<file path="src/rtl/program_loader.sv">
// Boot-time image loader: streams length + payload (+ checksum byte when
// PROGRAM_LOADER_CHECKSUM_EN is defined) into instruction RAM, holding the CPU in reset until done.
module program_loader #(
  parameter int ADDR_WIDTH = 8,
  parameter int DATA_WIDTH = 8
) (
  input  logic                  clk,
  input  logic                  rst,
  input  logic                  start,
  input  logic                  abort,
  input  logic                  in_valid,
  input  logic [DATA_WIDTH-1:0] in_data,
  output logic                  in_ready,
  output logic                  ram_write_en,
  output logic [ADDR_WIDTH-1:0] ram_write_adress,
  output logic [DATA_WIDTH-1:0] ram_data_in,
  output logic                  cpu_hold,
  output logic                  busy,
  output logic                  done,
  output logic                  error,
  output logic [ADDR_WIDTH:0]   byte_count
);

  typedef enum logic [2:0] {
    S_IDLE,
    S_LEN,
    S_LOAD,
`ifdef PROGRAM_LOADER_CHECKSUM_EN
    S_CSUM,
`endif
    S_DONE,
    S_ERR
  } state_t;

  state_t                state_q;
  logic [ADDR_WIDTH:0]   len_q;
  logic [ADDR_WIDTH:0]   count_q;
  logic [ADDR_WIDTH:0]   count_d;
  logic [ADDR_WIDTH:0]   len_d;
  logic                  we_q;
  logic [ADDR_WIDTH-1:0] addr_q;
  logic [DATA_WIDTH-1:0] data_q;
  logic                  hs;
  logic                  in_csum;

  // A length byte of zero encodes a full 2^ADDR_WIDTH image.
  assign len_d   = (in_data == '0) ? {1'b1, {ADDR_WIDTH{1'b0}}} : (ADDR_WIDTH+1)'(in_data);
  assign count_d = count_q + 1'b1;
  assign hs      = in_valid && in_ready;

`ifdef PROGRAM_LOADER_CHECKSUM_EN
  logic [DATA_WIDTH-1:0] csum_q;
  logic [DATA_WIDTH-1:0] csum_d;
  assign csum_d  = csum_q + in_data;
  assign in_csum = (state_q == S_CSUM);
`else
  assign in_csum = 1'b0;
`endif

  always_ff @(posedge clk or negedge rst) begin
    if (!rst) begin
      state_q <= S_IDLE;
      len_q   <= '0;
      count_q <= '0;
      we_q    <= 1'b0;
      addr_q  <= '0;
      data_q  <= '0;
`ifdef PROGRAM_LOADER_CHECKSUM_EN
      csum_q  <= '0;
`endif
    end else begin
      we_q <= 1'b0;
      case (state_q)
        S_IDLE, S_DONE, S_ERR: begin
          if (start) begin
            state_q <= S_LEN;
            count_q <= '0;
`ifdef PROGRAM_LOADER_CHECKSUM_EN
            csum_q  <= '0;
`endif
          end
        end
        S_LEN: begin
          if (abort) begin
            state_q <= S_ERR;
          end else if (hs) begin
            len_q   <= len_d;
            state_q <= S_LOAD;
          end
        end
        S_LOAD: begin
          if (abort) begin
            state_q <= S_ERR;
          end else if (hs) begin
            we_q    <= 1'b1;
            addr_q  <= count_q[ADDR_WIDTH-1:0];
            data_q  <= in_data;
            count_q <= count_d;
`ifdef PROGRAM_LOADER_CHECKSUM_EN
            csum_q  <= csum_d;
            if (count_d == len_q) state_q <= S_CSUM;
`else
            if (count_d == len_q) state_q <= S_DONE;
`endif
          end
        end
`ifdef PROGRAM_LOADER_CHECKSUM_EN
        S_CSUM: begin
          if (abort) begin
            state_q <= S_ERR;
          end else if (hs) begin
            state_q <= (csum_d == '0) ? S_DONE : S_ERR;
          end
        end
`endif
        default: state_q <= S_IDLE;
      endcase
    end
  end

  assign busy             = (state_q == S_LEN) || (state_q == S_LOAD) || in_csum;
  assign in_ready         = busy;
  assign done             = (state_q == S_DONE);
  assign error            = (state_q == S_ERR);
  assign cpu_hold         = !done;
  assign byte_count       = count_q;
  assign ram_write_en     = we_q;
  assign ram_write_adress = addr_q;
  assign ram_data_in      = data_q;

endmodule

</file>
<file path="config.mk">
export PLATFORM = sky130hd
export DESIGN_NAME = program_loader
export DESIGN_NICKNAME = d
export VERILOG_FILES = /design/src/rtl/program_loader.sv
export SDC_FILE = /design/constraint.sdc
export NUM_CORES = 1
export LEC_CHECK = 0
export ABC_AREA = 1
export CAP_MARGIN = 20
export CORE_MARGIN = 4
export CORE_UTILIZATION = 54
export DETAILED_ROUTE_END_ITERATION = 7
export PLACE_DENSITY = 0.89
export SLEW_MARGIN = 20
export SYNTH_ARGS = -nofsm -noshare
export SYNTH_HDL_FRONTEND = slang
export SYNTH_SLANG_ARGS = --single-unit
export TNS_END_PERCENT = 1
</file>
<file path="constraint.sdc">
create_clock -name clk -period 4.4 [get_ports clk]
set_clock_uncertainty 0.15 [all_clocks]
set_input_delay 0.88 -clock clk [delete_from_list [all_inputs] [get_ports clk]]
set_output_delay 0.88 -clock clk [all_outputs]
set_load 0.005 [all_outputs]
</file>
==> impl_results.md, run 1 <==
- R2R cell count: 14
- Ys Warns: 0
- R2R Path End: state_q[0]
- Initial antenna violation count: 0
- Vias in the first global route: 1656
- Via density: 5.10
- Met2 Use GR: 0.331
- Cell area after synthesis: 0.00195 mm²
- Hold crit path type: register to register
- RSZ-0062 raised after global routing: no
- Final ANT Viol Nets: 0
- DPL Wire Length: 2970 µm
- CP Launch Type: register
- # fillers: 274
- Final TNS setup: 0 ps
- Clk_lat worst skew: 350 ps
- Final period util: 0.622
- Pin count of the biggest net entering global routing: 41
- Global-route wire length before repair: 6910 µm
- Rows: 21
- Crit path kind: register to output pin
- Syn Inst Count: 239
- Hold Crit Depth: 2
- WHS Endpoint: ram_write_adress[7]
- Fin worst setup slack: 1660 ps
- Worst-path clk slew: 110 ps
- Congestion Overflow GR: 0
- Detailed-route via count: 1683
- Grt met1 use: 0.248
- Synth top area share: 0.487
- Die width: 68.1 µm
- Met3 Resource Use GR: 0.0558
- H-tree depth: 2
- Place WS: 1740 ps
- Initial Util: 0.571
- CP max FO: 6
- Sequential-to-total area share from yosys stat: 0.487
- Layout area overhead: 25.8%
- Routed wire per std cell: 12.2 µm
- Top post-synthesis cells by area: dfrtp_1 (49%), nand2_1 (14%), inv_1 (5.8%), nand3_1 (4.9%), o21ai_0 (4.6%)
- Synth cell types: 28
- LEAKAGE: 1.16 nW
- Most frequent cells in the layout: nand2_1 (72), clkdlybuf4s50_1 (42), dfrtp_1 (38)
- Endpoints failing setup: 0
- GRT Max-Usage Layer: met2
- Max_slew headroom: 0.456
- Layout cell share with drive strength beyond 1: 0.0986
- Arrival time at the worst endpoint: 1710 ps
- Ant. Diodes: 0
- Gr usage total: 0.200
- Register Area: 951 µm²
- Cts repair resizes: 0
- I/O Buffers: 43
- Clock Sinks: 38
- CTS tree: yes
- Pins Over Slew Limit: 0
- F_max: 365 MHz
- Post-Route WL: 4020 µm
- Yosys reg bits: 38
- Final Core Density: 0.719
- Gpl congestion: 0.823
- Layout Nets: 297
- Reg-to-reg slack, setup: 2400 ps
- Chip Height: 68.1 µm
- Critical hold path startpoint: ram_write_adress[7]
- Crit end category: output pin
- Post-CTS setup buffers: 0
- Residual DRC: 0
- Power density cells: 484 mW/mm²
- Final hold violations: 0
- Reg-to-reg critical path startpoint: byte_count[1]
- DRT iter0 DRCs: 97
- Req. time, crit path: 3370 ps
- Max cap viols: 0
- DR pass1 iterations: 4
- Clock tree buffer depth: 2
- Core area: 0.00342 mm²
- Maximum VDD drop: 0.000349 V
- Post-CTS Hold Fix Bufs: 0
- TritonCTS buffer count: 5
- Placed cells: 322
- Syn Area/Cell: 8.17 µm²
- Biggest area consumer among synthesized cells: dfrtp_1
- Outcome: completed
- Post-route non-filler standard cell count: 330
- Total power: 1.19 mW
- CTS Root Cell: clkbuf_4
- Die ar.: 0.00464 mm²
- Syn nets: 253
- Commonest non-fill, non-tap cell in the layout: nand2_1
- Area of the multi-input gates: 831 µm²
- Min Tclk post-route: 2740 ps
- Slew at the pin closest to its max-slew limit: 816 ps
- Io pins: 44
## per-layer routing
layer / routed length [µm] / share of wire / vias up
li1: - / - / 851
met1: 1830 / 0.46 / 768
met2: 1870 / 0.47 / 51
met3: 198 / 0.049 / 13
met4: 116 / 0.029 / 0
met5: 0 / 0 / -
## layout make-up
class                   instances  share of cell area
well taps                      46              0.0234
clock inverters                 2             0.00510
clock buffers                   6              0.0209
repair buffers                 43               0.173
flip-flops and latches         38               0.387
multi-input cells             162               0.338
inverters                      33              0.0515
## power by group
part | switching (mW) | total (mW) | leakage [nW] | internal, mW
clock network | 0.117 | 0.194 | 0.0343 | 0.0768
registers | 0.0754 | 0.529 | 0.500 | 0.453
logic | 0.217 | 0.465 | 0.621 | 0.248
total | 0.409 | 1.19 | 1.16 | 0.779
## worst max-delay path: stages, from the launching register on
cell,delay (ps)
dfrtp_1,470
nand3b_1,250
nand2_2,130
clkdlybuf4s50_1,520
## how the worst max path moves through the flow
stage | endpoint | from
floorplan | state_q[1] | in_valid
global placement | byte_count[0] | abort
detailed placement | byte_count[0] | abort
CTS | busy | state_q[2]
global route | busy | state_q[2]
finish | busy | state_q[1]
## synth_stat cells (all sizes together)
master / count
nand2: 79
dfrtp: 38
inv: 33
o21ai: 28
nand3: 19
nor2: 17
o22ai: 6
buf: 5
nand3b: 5
a21oi: 2
clkbuf: 1
ha: 1
mux2i: 1
nand4: 1
nor3: 1
o41ai: 1
xnor2: 1
## per-stage QoR
stage	area [µm²]	hold WS, ps
floorplan	1950	310
global placement	2390	322
detailed placement	2390	328
CTS	2450	356
global route	2450	379
finish	2450	348
## sequential cells by signal, summed over array words and instances (netlist names)
| register | count |
|---|---|
| ram_write_en | 1 |
| state_q | 3 |
| len_q | 9 |
| ram_write_adress | 8 |
| ram_data_in | 8 |
| byte_count | 9 |
## cell families (layout without fill, tap and decap cells)
| family | Yosys count | in the layout | share of synthesized area |
|---|---|---|---|
| xor+xnor | 1 | 1 | 0.00449 |
| simple gates | 122 | 122 | 0.294 |
| compound gates | 37 | 37 | 0.116 |
| mux | 1 | 1 | 0.00513 |
| fa+ha+maj | 1 | 1 | 0.00641 |
| buf+inv | 39 | 84 | 0.0872 |
| flops | 38 | 38 | 0.487 |
Note: power is estimated with default switching activity, not from simulation.
==> run 2, diff against run 1 <==
--- a/config.mk
+++ b/config.mk
@@ -8,9 +8,9 @@
 export ABC_AREA = 1
 export CAP_MARGIN = 20
 export CORE_MARGIN = 4
-export CORE_UTILIZATION = 54
+export CORE_UTILIZATION = 50
 export DETAILED_ROUTE_END_ITERATION = 7
-export PLACE_DENSITY = 0.89
+export PLACE_DENSITY = 0.83
 export SLEW_MARGIN = 20
 export SYNTH_ARGS = -nofsm -noshare
 export SYNTH_HDL_FRONTEND = slang
==> constraint.sdc (replaced) <==
create_clock -name clk -period 2.55 [get_ports clk]
set_clock_uncertainty 0.15 [all_clocks]
set_input_delay 0.51 -clock clk [delete_from_list [all_inputs] [get_ports clk]]
set_output_delay 0.51 -clock clk [all_outputs]
set_load 0.005 [all_outputs]
==> impl_results.md, run 2 (synthesis results as in run 1) <==
- Outcome: completed
- # fillers: 332
- Clock tree buffer depth: 2
- Final period util: 0.897
- Commonest non-fill, non-tap cell in the layout: nand2_1
- Initial Util: 0.525
- Pins Over Slew Limit: 0
- Gpl congestion: 0.866
- Io pins: 44
- Global-route wire length before repair: 6990 µm
- I/O Buffers: 43
- R2R cell count: 14
- Clk_lat worst skew: 290 ps
- Final TNS setup: 0 ps
- Final hold violations: 0
- Power share of the sequential group: 0.436
- Hold crit path type: primary input to asynchronous set/reset pin
- Rows: 22
- Worst-path clk slew: 70 ps
- Layout cell share with drive strength beyond 1: 0.0954
- Chip Height: 70.5 µm
- Pin count of the biggest net entering global routing: 41
- Net switching power: 707 µW
- Power density cells: 850 mW/mm²
- Initial antenna violation count: 0
- DRT iter0 DRCs: 93
- Min Tclk post-route: 2290 ps
- Crit end category: output pin
- Reg-to-reg critical path startpoint: byte_count[0]
- CTS Root Cell: clkbuf_8
- Core area: 0.00372 mm²
- Crit path kind: register to output pin
- RSZ-0062 raised after global routing: no
- Die ar.: 0.00497 mm²
- TritonCTS buffer count: 5
- Slew at the pin closest to its max-slew limit: 823 ps
- Total power: 2.10 mW
- Residual DRC: 0
- Ant. Diodes: 0
- DR pass1 iterations: 4
- DPL Wire Length: 2980 µm
- Max cap viols: 0
- Post-CTS setup buffers: 0
- Die width: 70.5 µm
- Arrival time at the worst endpoint: 1630 ps
- H-tree depth: 2
- LEAKAGE: 1.16 nW
- Endpoints failing setup: 0
- Via density: 5.00
- Layout Nets: 297
- Layout area overhead: 26.7%
- Routed wire per std cell: 12.1 µm
- Most frequent cells in the layout: nand2_1 (72), clkdlybuf4s50_1 (42), dfrtp_1 (38)
- CTS tree: yes
- Register Area: 951 µm²
- Area of the multi-input gates: 831 µm²
- CP max FO: 6
- Final ANT Viol Nets: 0
- Congestion Overflow GR: 0
- Maximum VDD drop: 0.000623 V
- Clk network pwr share: 0.184
- Cts repair resizes: 0
- Gr usage total: 0.171
- Vias in the first global route: 1586
- Clock Sinks: 38
- F_max: 437 MHz
- Pint: 1.40 mW
- Post-Route WL: 4000 µm
- Max_slew headroom: 0.451
- Post-CTS Hold Fix Bufs: 0
- Detailed-route via count: 1655
- Hold Slack: 163 ps
- CP Launch Type: register
- Sw Ratio: 0.336
- Comb pwr share: 0.380
- R2R Path End: state_q[2]
- Reg-to-reg slack, setup: 620 ps
- Req. time, crit path: 1890 ps
run 2: metal layers:
layer	routed length [µm]	track usage	vias up
met1	1830	0.218	768
met2	1940	0.294	39
met5	0	0	-
met4	32	0.0319	0
met3	196	0.0432	3
li1	-	-	845
run 2: how the worst max path moves through the flow:
stage                       start            end  slack (ps)  cells after the start
global placement            abort  byte_count[0]         320                      7
floorplan           byte_count[0]     state_q[1]         810                     15
finish                 state_q[1]       in_ready         260                      3
CTS                    state_q[1]           busy         250                      3
detailed placement          abort  byte_count[1]         260                      7
global route           state_q[1]           busy         160                      3
run 2: through the flow:
stage | cell area (µm²) | setup WS, ps | cells | utilization
final | 2470 | 262 | 331 | 0.665
after global routing | 2470 | 160 | 331 | 0.665
after CTS | 2470 | 248 | 331 | 0.665
after detailed placement | 2390 | 257 | 324 | 0.644
after global placement | 2390 | 319 | 324 | 0.644
after floorplan | 1950 | 810 | 239 | -
run 2: critical path, stage by stage (launching register included):
cell,delay (ps)
dfrtp_1,450
nand3b_1,250
nand2_2,130
clkdlybuf4s50_1,500
run 2: area by class of cell:
class	instances	area share
sequential	38	0.385
multi-input combinational	162	0.336
timing repair buffer	43	0.172
inverter	33	0.0511
clock buffer	5	0.0278
tap	48	0.0243
clock inverter	2	0.00405
run 2: power by group through the flow:
stage	Combinational, mW	Sequential [mW]	Clock, mW
after floorplan	0.441	0.910	0
after global placement	0.787	0.922	0
after detailed placement	0.809	0.927	0
after CTS	0.812	0.918	0.397
after global routing	0.898	0.953	0.414
final	0.800	0.916	0.387
==> run 3, diff against run 2 <==
--- a/config.mk
+++ b/config.mk
@@ -8,9 +8,9 @@
 export ABC_AREA = 1
 export CAP_MARGIN = 20
 export CORE_MARGIN = 4
-export CORE_UTILIZATION = 50
+export CORE_UTILIZATION = 33
 export DETAILED_ROUTE_END_ITERATION = 7
-export PLACE_DENSITY = 0.83
+export PLACE_DENSITY = 0.6
 export SLEW_MARGIN = 20
 export SYNTH_ARGS = -nofsm -noshare
 export SYNTH_HDL_FRONTEND = slang
==> impl_results.md, run 3 (synthesis results as in run 1) <==
- Final TNS setup: 0 ps
- I/O Buffers: 43
- Clock Sinks: 38
- RSZ-0062 raised after global routing: no
- Outcome: completed
- Clk network pwr share: 0.270
- Most frequent cells in the layout: nand2_1 (72), clkdlybuf4s50_1 (42), dfrtp_1 (38)
- Pint: 1.63 mW
- Worst-path clk slew: 80 ps
- Comb pwr share: 0.338
- Pin count of the biggest net entering global routing: 41
- Commonest non-fill, non-tap cell in the layout: nand2_1
- CTS Root Cell: clkbuf_8
- Final hold violations: 0
- Endpoints failing setup: 0
- Initial Util: 0.348
- TritonCTS buffer count: 5
- Initial antenna violation count: 0
- Gpl congestion: 0.840
- Reg-to-reg critical path startpoint: byte_count[1]
- Post-CTS setup buffers: 0
- Final period util: 0.902
- Layout Nets: 297
- Via density: 4.55
- Slew at the pin closest to its max-slew limit: 834 ps
- Clk_lat worst skew: 290 ps
- Clock tree buffer depth: 2
- Detailed-route via count: 1620
- Layout cell share with drive strength beyond 1: 0.0986
- Min Tclk post-route: 2300 ps
- Residual DRC: 0
- Req. time, crit path: 1890 ps
- Die ar.: 0.00721 mm²
- Final Core Density: 0.458
- Sw Ratio: 0.305
- CP Launch Type: register
- Post-CTS Hold Fix Bufs: 0
- DPL Wire Length: 3200 µm
- Power density cells: 913 mW/mm²
- Max_slew headroom: 0.444
- Io pins: 44
- Worst-path cell chain: nand3b_1, nand2_2, clkdlybuf4s50_1
- Congestion Overflow GR: 0
- Gr usage total: 0.123
- Arrival time at the worst endpoint: 1640 ps
- Worst path slowest cell: clkdlybuf4s50_1
- Critical path launch point: state_q[1]
- F_max: 435 MHz
- DRT iter0 DRCs: 62
- Crit end category: output pin
- Die width: 84.9 µm
- DR pass1 iterations: 4
- Hold crit path type: primary input to asynchronous set/reset pin
- Net switching power: 715 µW
- Layout area overhead: 31.5%
- Vias in the first global route: 1571
- Pins Over Slew Limit: 0
- LEAKAGE: 1.19 nW
- CP max FO: 6
- Maximum VDD drop: 0.000409 V
- Power share of the sequential group: 0.392
- Global-route wire length before repair: 7250 µm
- CTS tree: yes
- Cts repair resizes: 0
- Max cap viols: 0
- Routed wire per std cell: 11.9 µm
- Rows: 27
- H-tree depth: 2
- Post-Route WL: 4250 µm
- # fillers: 604
- Ant. Diodes: 0
- Chip Height: 84.9 µm
- Final ANT Viol Nets: 0
- Core area: 0.00561 mm²
- Crit path largest cell delay: 500 ps
- Crit path kind: register to output pin
-- run 3: cell types whose count changed in the layout (fill, tap and decap cells not counted) --
| cell | previous run | this run |
|---|---|---|
| clkinv_2 | 2 | 0 |
| clkbuf_8 | 5 | 6 |
| bufinv_16 | 0 | 2 |
-- run 3: layer usage --
metal	part of all wire	GRT usage
met2	0.47	0.200
met5	0	0
met3	0.046	0.0388
met4	0.0089	0.0374
met1	0.47	0.158
-- run 3: path summary, 6_finish.rpt --
path,slack (ps),end,depth (start not counted)
setup reg to reg,580,state_q[1],15
setup / recovery,250,in_ready,3
min in group clk,340,ram_data_in[5],2
hold reg to reg,340,ram_data_in[5],2
max in group asynchronous,1560,ram_write_en,1
hold / removal,160,ram_data_in[1],1
-- run 3: layout make-up --
cell class / count / area (µm²) / share of cell area
Clock inverter: 2 / 60.1 / 0.0234
Clock buffer: 6 / 82.6 / 0.0322
Tap cell: 72 / 90.1 / 0.0351
Timing Repair Buffer: 43 / 425 / 0.166
Sequential cell: 38 / 951 / 0.371
Inverter: 33 / 126 / 0.0492
Multi-Input combinational cell: 162 / 831 / 0.324
-- run 3: critical path: cells and delay by family, from the launching register on --
family,cells,cell delay (ps)
buffers and inverters,1,500
flip-flops,1,460
AND/OR/NAND/NOR,2,390
-- run 3: power groups by stage --
stage	clock network [mW]	logic, mW	registers, mW
floorplan	0	0.441	0.910
global placement	0	0.796	0.928
detailed placement	0	0.809	0.931
CTS	0.655	0.813	0.921
global route	0.678	0.898	0.948
finish	0.633	0.792	0.920
-- run 3: stage by stage --
stage	setup slack, ps	instance area [µm²]	hold slack, ps	std cells	total power [mW]
2_1_floorplan	810	1950	64.4	239	1.35
3_3_place_gp	315	2420	324	348	1.72
3_5_place_dp	288	2420	326	348	1.74
4_1_cts	222	2570	209	356	2.39
5_1_grt	142	2570	239	356	2.52
6_report	250	2570	163	356	2.34
